### config.mk
export PLATFORM = sky130hd
export DESIGN_NAME = vga_timing_engine_flat
export DESIGN_NICKNAME = d
export VERILOG_FILES = /design/src/rtl/vga_timing_engine_if.sv /design/src/rtl/vga_timing_engine.sv /design/src/flat_wrapper.sv
export SDC_FILE = /design/constraint.sdc
export NUM_CORES = 1
export LEC_CHECK = 0
export CORE_MARGIN = 5
export CORE_UTILIZATION = 35
export CTS_CLUSTER_DIAMETER = 40
export CTS_CLUSTER_SIZE = 12
export DETAILED_ROUTE_END_ITERATION = 8
export PLACE_DENSITY_LB_ADDON = 0.12
export SETUP_SLACK_MARGIN = 0.1
export SYNTH_ARGS = -nofsm -noshare
export SYNTH_HDL_FRONTEND = slang
export SYNTH_SLANG_ARGS = --single-unit
### constraint.sdc
create_clock -name clk -period 2.9 [get_ports clk]
set_clock_uncertainty 0.1 [all_clocks]
set_input_delay 0.29 -clock clk [delete_from_list [all_inputs] [get_ports clk]]
set_output_delay 0.29 -clock clk [all_outputs]
set_load 0.02 [all_outputs]
### src/rtl/vga_timing_engine_if.sv
// Bundles the run control, pixel colour fetch and video timing outputs of vga_timing_engine.
`default_nettype none

interface vga_timing_engine_if;
  logic        enable;
  logic [11:0] colour_in;
  logic        pattern_sel;
  logic [18:0] address;
  logic        pix_valid;
  logic        hs;
  logic        vs;
  logic [11:0] colour_out;
  logic        end_of_frame;
  logic        ref_pulse;
  logic [15:0] frame_count;

  modport master (
    input  enable, colour_in, pattern_sel,
    output address, pix_valid, hs, vs, colour_out, end_of_frame, ref_pulse, frame_count
  );

  modport slave (
    output enable, colour_in, pattern_sel,
    input  address, pix_valid, hs, vs, colour_out, end_of_frame, ref_pulse, frame_count
  );
endinterface

`default_nettype wire

### src/rtl/vga_timing_engine.sv
// +--------------------------------------------------------------------------+
// | Module  : vga_timing_engine                                              |
// | Brief   : VGA pixel divider, h/v counters, sync/colour pipeline, frame   |
// |           and refresh pulses. Optional colour bars: VGA_TEST_PATTERN_EN. |
// | Revision: 1.0                                                            |
// +--------------------------------------------------------------------------+
`default_nettype none

module vga_timing_engine #(
  parameter int CLK_DIV        = 4,
  parameter int H_ACTIVE       = 640,
  parameter int H_FP           = 16,
  parameter int H_SYNC         = 96,
  parameter int H_BP           = 48,
  parameter int V_ACTIVE       = 480,
  parameter int V_FP           = 10,
  parameter int V_SYNC         = 2,
  parameter int V_BP           = 33,
  parameter bit SYNC_POL       = 1'b0,
  parameter int REFRESH_FRAMES = 8
) (
  input  logic                 clk,
  input  logic                 reset,
  vga_timing_engine_if.master  bus
);

  localparam int H_TOTAL = H_ACTIVE + H_FP + H_SYNC + H_BP;
  localparam int V_TOTAL = V_ACTIVE + V_FP + V_SYNC + V_BP;

  localparam logic [3:0] DIV_LAST = 4'(CLK_DIV - 1);
  localparam logic [9:0] H_LAST   = 10'(H_TOTAL - 1);
  localparam logic [9:0] V_LAST   = 10'(V_TOTAL - 1);
  localparam logic [9:0] H_ACT    = 10'(H_ACTIVE);
  localparam logic [9:0] V_ACT    = 10'(V_ACTIVE);
  localparam logic [9:0] HS_FIRST = 10'(H_ACTIVE + H_FP);
  localparam logic [9:0] HS_LAST  = 10'(H_ACTIVE + H_FP + H_SYNC - 1);
  localparam logic [9:0] VS_FIRST = 10'(V_ACTIVE + V_FP);
  localparam logic [9:0] VS_LAST  = 10'(V_ACTIVE + V_FP + V_SYNC - 1);
  localparam logic [6:0] REF_LAST = 7'(REFRESH_FRAMES - 1);

  logic [3:0]  r_div;
  logic [9:0]  r_h;
  logic [9:0]  r_v;
  logic [6:0]  r_ref_cnt;
  logic [15:0] r_frames;
  logic [11:0] r_colour;
  logic        r_hs;
  logic        r_vs;

  logic        w_tick;
  logic        w_line_end;
  logic        w_eof;
  logic        w_ref;
  logic        w_pix_valid;
  logic        w_hs_zone;
  logic        w_vs_zone;
  logic [11:0] w_colour_src;

  // Reset gates the tick so the combinational pulses can never fire during reset.
  assign w_tick      = bus.enable & ~reset & (r_div == DIV_LAST);
  assign w_line_end  = (r_h == H_LAST);
  assign w_eof       = w_tick & w_line_end & (r_v == V_LAST);
  assign w_ref       = w_eof & (r_ref_cnt == REF_LAST);
  assign w_pix_valid = (r_h < H_ACT) && (r_v < V_ACT);
  assign w_hs_zone   = (r_h >= HS_FIRST) && (r_h <= HS_LAST);
  assign w_vs_zone   = (r_v >= VS_FIRST) && (r_v <= VS_LAST);

`ifdef VGA_TEST_PATTERN_EN
  localparam int BAR_W = H_ACTIVE / 8;

  logic [2:0]  w_bar;
  logic [11:0] w_bar_colour;

  always_comb begin
    w_bar = 3'd0;
    for (int k = 1; k < 8; k++) begin
      if (int'(r_h) >= k * BAR_W) w_bar = 3'(k);
    end
  end

  always_comb begin
    w_bar_colour = 12'h000;
    case (w_bar)
      3'd0:    w_bar_colour = 12'hFFF;
      3'd1:    w_bar_colour = 12'hFF0;
      3'd2:    w_bar_colour = 12'h0FF;
      3'd3:    w_bar_colour = 12'h0F0;
      3'd4:    w_bar_colour = 12'hF0F;
      3'd5:    w_bar_colour = 12'hF00;
      3'd6:    w_bar_colour = 12'h00F;
      default: w_bar_colour = 12'h000;
    endcase
  end

  assign w_colour_src = bus.pattern_sel ? w_bar_colour : bus.colour_in;
`else
  assign w_colour_src = bus.colour_in;
`endif

  always_ff @(posedge clk) begin
    if (reset) begin
      r_div     <= '0;
      r_h       <= '0;
      r_v       <= '0;
      r_ref_cnt <= '0;
      r_frames  <= '0;
      r_colour  <= '0;
      r_hs      <= ~SYNC_POL;
      r_vs      <= ~SYNC_POL;
    end else if (bus.enable) begin
      if (w_tick) begin
        r_div    <= '0;
        r_h      <= w_line_end ? 10'd0 : r_h + 10'd1;
        if (w_line_end) r_v <= (r_v == V_LAST) ? 10'd0 : r_v + 10'd1;
        // Sync and colour share one pixel of latency so they stay aligned.
        r_colour <= w_pix_valid ? w_colour_src : 12'h000;
        r_hs     <= w_hs_zone ? SYNC_POL : ~SYNC_POL;
        r_vs     <= w_vs_zone ? SYNC_POL : ~SYNC_POL;
        if (w_eof) begin
          r_frames  <= r_frames + 16'd1;
          r_ref_cnt <= w_ref ? 7'd0 : r_ref_cnt + 7'd1;
        end
      end else begin
        r_div <= r_div + 4'd1;
      end
    end else begin
      r_colour <= '0;
    end
  end

  assign bus.address      = {r_h, r_v[8:0]};
  assign bus.pix_valid    = w_pix_valid;
  assign bus.hs           = r_hs;
  assign bus.vs           = r_vs;
  assign bus.colour_out   = bus.enable ? r_colour : 12'h000;
  assign bus.end_of_frame = w_eof;
  assign bus.ref_pulse    = w_ref;
  assign bus.frame_count  = r_frames;

endmodule

`default_nettype wire
### src/flat_wrapper.sv
// flat-port wrapper written by rule: the top's interface ports become plain ports
module vga_timing_engine_flat 
#(
  parameter int CLK_DIV        = 4,
  parameter int H_ACTIVE       = 640,
  parameter int H_FP           = 16,
  parameter int H_SYNC         = 96,
  parameter int H_BP           = 48,
  parameter int V_ACTIVE       = 480,
  parameter int V_FP           = 10,
  parameter int V_SYNC         = 2,
  parameter int V_BP           = 33,
  parameter bit SYNC_POL       = 1'b0,
  parameter int REFRESH_FRAMES = 8
)
  (clk, reset, bus_enable, bus_colour_in, bus_pattern_sel, bus_address, bus_pix_valid, bus_hs, bus_vs, bus_colour_out, bus_end_of_frame, bus_ref_pulse, bus_frame_count);
  vga_timing_engine_if bus_i ();
  input  logic clk;
  input  logic reset;
  input wire logic [$bits(bus_i.enable)-1:0] bus_enable;
  input wire logic [$bits(bus_i.colour_in)-1:0] bus_colour_in;
  input wire logic [$bits(bus_i.pattern_sel)-1:0] bus_pattern_sel;
  output wire logic [$bits(bus_i.address)-1:0] bus_address;
  output wire logic [$bits(bus_i.pix_valid)-1:0] bus_pix_valid;
  output wire logic [$bits(bus_i.hs)-1:0] bus_hs;
  output wire logic [$bits(bus_i.vs)-1:0] bus_vs;
  output wire logic [$bits(bus_i.colour_out)-1:0] bus_colour_out;
  output wire logic [$bits(bus_i.end_of_frame)-1:0] bus_end_of_frame;
  output wire logic [$bits(bus_i.ref_pulse)-1:0] bus_ref_pulse;
  output wire logic [$bits(bus_i.frame_count)-1:0] bus_frame_count;
  assign bus_i.enable = bus_enable;
  assign bus_i.colour_in = bus_colour_in;
  assign bus_i.pattern_sel = bus_pattern_sel;
  assign bus_address = bus_i.address;
  assign bus_pix_valid = bus_i.pix_valid;
  assign bus_hs = bus_i.hs;
  assign bus_vs = bus_i.vs;
  assign bus_colour_out = bus_i.colour_out;
  assign bus_end_of_frame = bus_i.end_of_frame;
  assign bus_ref_pulse = bus_i.ref_pulse;
  assign bus_frame_count = bus_i.frame_count;
  vga_timing_engine #(.CLK_DIV(CLK_DIV), .H_ACTIVE(H_ACTIVE), .H_FP(H_FP), .H_SYNC(H_SYNC), .H_BP(H_BP), .V_ACTIVE(V_ACTIVE), .V_FP(V_FP), .V_SYNC(V_SYNC), .V_BP(V_BP), .SYNC_POL(SYNC_POL), .REFRESH_FRAMES(REFRESH_FRAMES)) u_core (.clk(clk), .reset(reset), .bus(bus_i));
endmodule
==> results by group <==
Outcome
  • Outcome: completed

STA
  • Worst Slack Setup Final: between 0.3 and 0.4 ns
  • Final Hold Fails: 0
  • Fmax: 391 MHz
  • Post-layout min period: between 2 and 3 ns
  • Max-Slew Margin vs Limit: 0.669
  • Finish-stage setup viols: 0
  • Final hold slack: 0.257 ns
  • Max Slew Vio Count: 0
  • Worst Tran Pin Value: around 0.50 ns
  • Fin crit share: 0.881
  • Sum Neg Setup Slack: 0 ns
  • Unrepaired setup endpoints after global routing: false

Critical path
  • CP Launch Type: register
  • Worst path slowest cell: clkdlybuf4s50_1
  • Largest stage delay, worst path: ~0.62 ns
  • Bufs and invs on worst path: 2
  • Reg2reg path depth: 6
  • Worst Path Arrival: around 2.2 ns
  • Crit path kind: register to primary output
  • WP data required: 2.51 ns
  • CP Depth: 6
  • CP endpoint kind: primary output
  • CP delay by family, top: buffers and inverters
  • Critical path fanouts, max: 4
  • Worst path cell trace: inv_1, ha_1, nor4b_2, nand3_1, nor2_2, clkdlybuf4s50_1

Floorplan
  • Area of the core: 0.00868 mm2
  • Ports: 68
  • Starting Density: 0.357
  • Die Y: ~100 um
  • Die ar.: 0.0108 mm2
  • # rows: 34
  • Die X: 104 um

Synthesis
  • Synth Instances: 352
  • Flops & latches, synth: 61
  • Synthesized net count: 376
  • Synth top area share: 0.394
  • Synth Warn #: 0
  • Synthesized area per cell: 8.81 um2
  • Top cells by area, synth: dfxtp_1 (39%), xnor2_1 (5.9%), nor2_1 (5.6%)
  • Sequential fraction of the synthesis area: 0.394
  • Area leader, netlist: dfxtp_1
  • Synth cell types: 46
  • Post-Synthesis Cell Area: roughly 0.0031 mm2

Final layout
  • Final instance area: slightly above 0.004 mm2
  • Antenna Diode Count: 0
  • Area Growth Syn to Fin: 30.3%
  • Layout cells sized above 1: 0.125
  • Nets: 435

Power and ir drop
  • Power Density: 435 mW/mm2
  • Leak pwr: 0.00133 uW
  • Sw frac: 0.206
  • Int Pwr: 1390 uW
  • Comb power frac: 0.031
  • Peak supply drop: 0.240 mV
  • Switch Pwr: 363 uW
  • Seq pwr share: 0.480
  • Clock network power share: 0.489

Min path
  • Hold Crit Depth: 4
  • Worst min path class: primary input to register

Detailed routing
  • Average wire per standard cell: 13.8 um
  • DRT Pass-1 Iters: 4
  • Via count: 2,626
  • Drt via density: roughly 5.0
  • Iteration-0 DRC Markers: 96
  • Final ANT Viol Nets: 0
  • Drt drc: 0
  • Final wirelength: 7.22 mm

Clock tree
  • Clock insertion delay at the later pin of the skew report: 0.34 ns
  • CTS tree: built
  • Hold-fix buffers, CTS: 0
  • Clock root buffer: clkbuf_8
  • Clock Tree Buf Depth: 2
  • CTS buffer count: 9
  • H-tree depth: 3
  • TritonCTS Sinks: 61
  • Setup Fix Bufs, Post-CTS: 0
  • Post-CTS sizing: 3
  • Register clock-pin slew on the reported worst setup and hold paths: about 0.070 ns

Global routing
  • Initial antenna violation count: 0
  • Largest net degree at the start of global routing: between 40 and 50
  • Global-route wire length before repair: 12.6 mm
  • Vias in the first global route: 2,656
  • GR Overflow Total: 0
  • Gr usage total: 0.139

Place
  • HPWL Detailed: around 5.0 mm
  • RePlAce Congestion: 0.748
  • Dpl cell area: 0.00380 mm2
  • Worst slack at placement: 0.250 ns
  • Input/output buffers: 66

Run
  • Max_cap viols: 0
## Yosys cell counts (all sizes together)
master,number
and4b,2
nor4b,2
mux2i,2
nor2,47
or3b,1
and3,4
clkbuf,9
nand4bb,1
xnor2,21
xor2,9
a22oi,12
nor3b,1
inv,8
a31o,1
o211ai,1
nand4,10
ha,8
nand2b,5
o21ai,7
nor4bb,1
nand3,17
or4b,1
nor4,16
nand2,22
or4,1
and4,2
o32ai,1
nor3,22
dfxtp,61
and2,17
nand3b,1
a21oi,15
or2,1
or3,6
buf,16
and4bb,1
## power groups by stage
stage	combinational (uW)	sequential (uW)	clock [uW]
after global routing	60.5	843	927
after CTS	55.7	843	881
final	54.6	843	860
after floorplan	26.4	862	0
after global placement	55.4	862	0
after detailed placement	55.6	862	0
## worst paths after layout
kind,start,slack (ns),end
max,u_core.r_v[0],0.35,bus_end_of_frame
min reg2reg,u_core.r_ref_cnt[1],0.40,u_core.r_ref_cnt[1]
min,reset,0.26,u_core.r_h[1]
max reg2reg,u_core.r_div[0],0.63,u_core.r_ref_cnt[3]
## cell usage in the layout (no fill, tap or decap), drive strengths merged, types with 8 or more instances in the layout
cell / instances
clkbuf: 12
xor2: 9
inv: 8
nor4: 16
buf: 8
xnor2: 21
dfxtp: 61
nand3: 17
nand2: 22
nand4: 10
and2: 17
nor2: 47
a22oi: 12
clkdlybuf4s50: 64
a21oi: 15
nor3: 22
ha: 8
## tightest hold or removal path, cell delays in order
cell and delay (ns):
buf_2 0.12, nor2_4 0.08, nand2_1 0.08, o32ai_1 0.06
## routing by layer
metal  routed length [um]  GRT usage  vias up
li1                     -          -     1344
met1                 3330      0.170     1215
met2                 3360      0.221       56
met3                  426     0.0534       11
met4                  102     0.0500        0
met5                    0          0        -
## final cells by class
cell class | instances | area [um2]
timing repair buffer | 73 | 711
fill | 881 | 4640
inverter | 8 | 30.0
sequential | 61 | 1220
clock inverter | 4 | 70.1
clock buffer | 12 | 155
tap | 108 | 135
multi-input combinational | 258 | 1720
## state kept, by name, summed over array words and instances, names as in the netlist
register and count:
u_core.bus.frame_count 16, u_core.r_colour 12, u_core.r_h 10, u_core.r_v 10, u_core.r_ref_cnt 7, u_core.r_div 4, u_core.bus.hs 1, u_core.bus.vs 1
## through the flow
| stage | std cells | utilization | total power (uW) |
|---|---|---|---|
| global route | 524 | 0.466 | 1830 |
| finish | 524 | 0.466 | 1760 |
| detailed placement | 508 | 0.438 | 918 |
| CTS | 524 | 0.465 | 1780 |
| floorplan | 352 | - | 888 |
| global placement | 508 | 0.438 | 918 |
## kinds of logic (layout without fill, tap and decap cells)
family          count (synthesis)  in the layout  share of synthesized area
compound gates                 37             37                     0.0726
xor+xnor                       30             30                     0.0847
fa+ha+maj                       8              8                     0.0323
buf+inv                        33             97                     0.0557
flops                          61             61                      0.394
mux                             2              2                    0.00646
simple gates                  181            181                      0.354
Note: power is estimated with default switching activity, not from simulation.
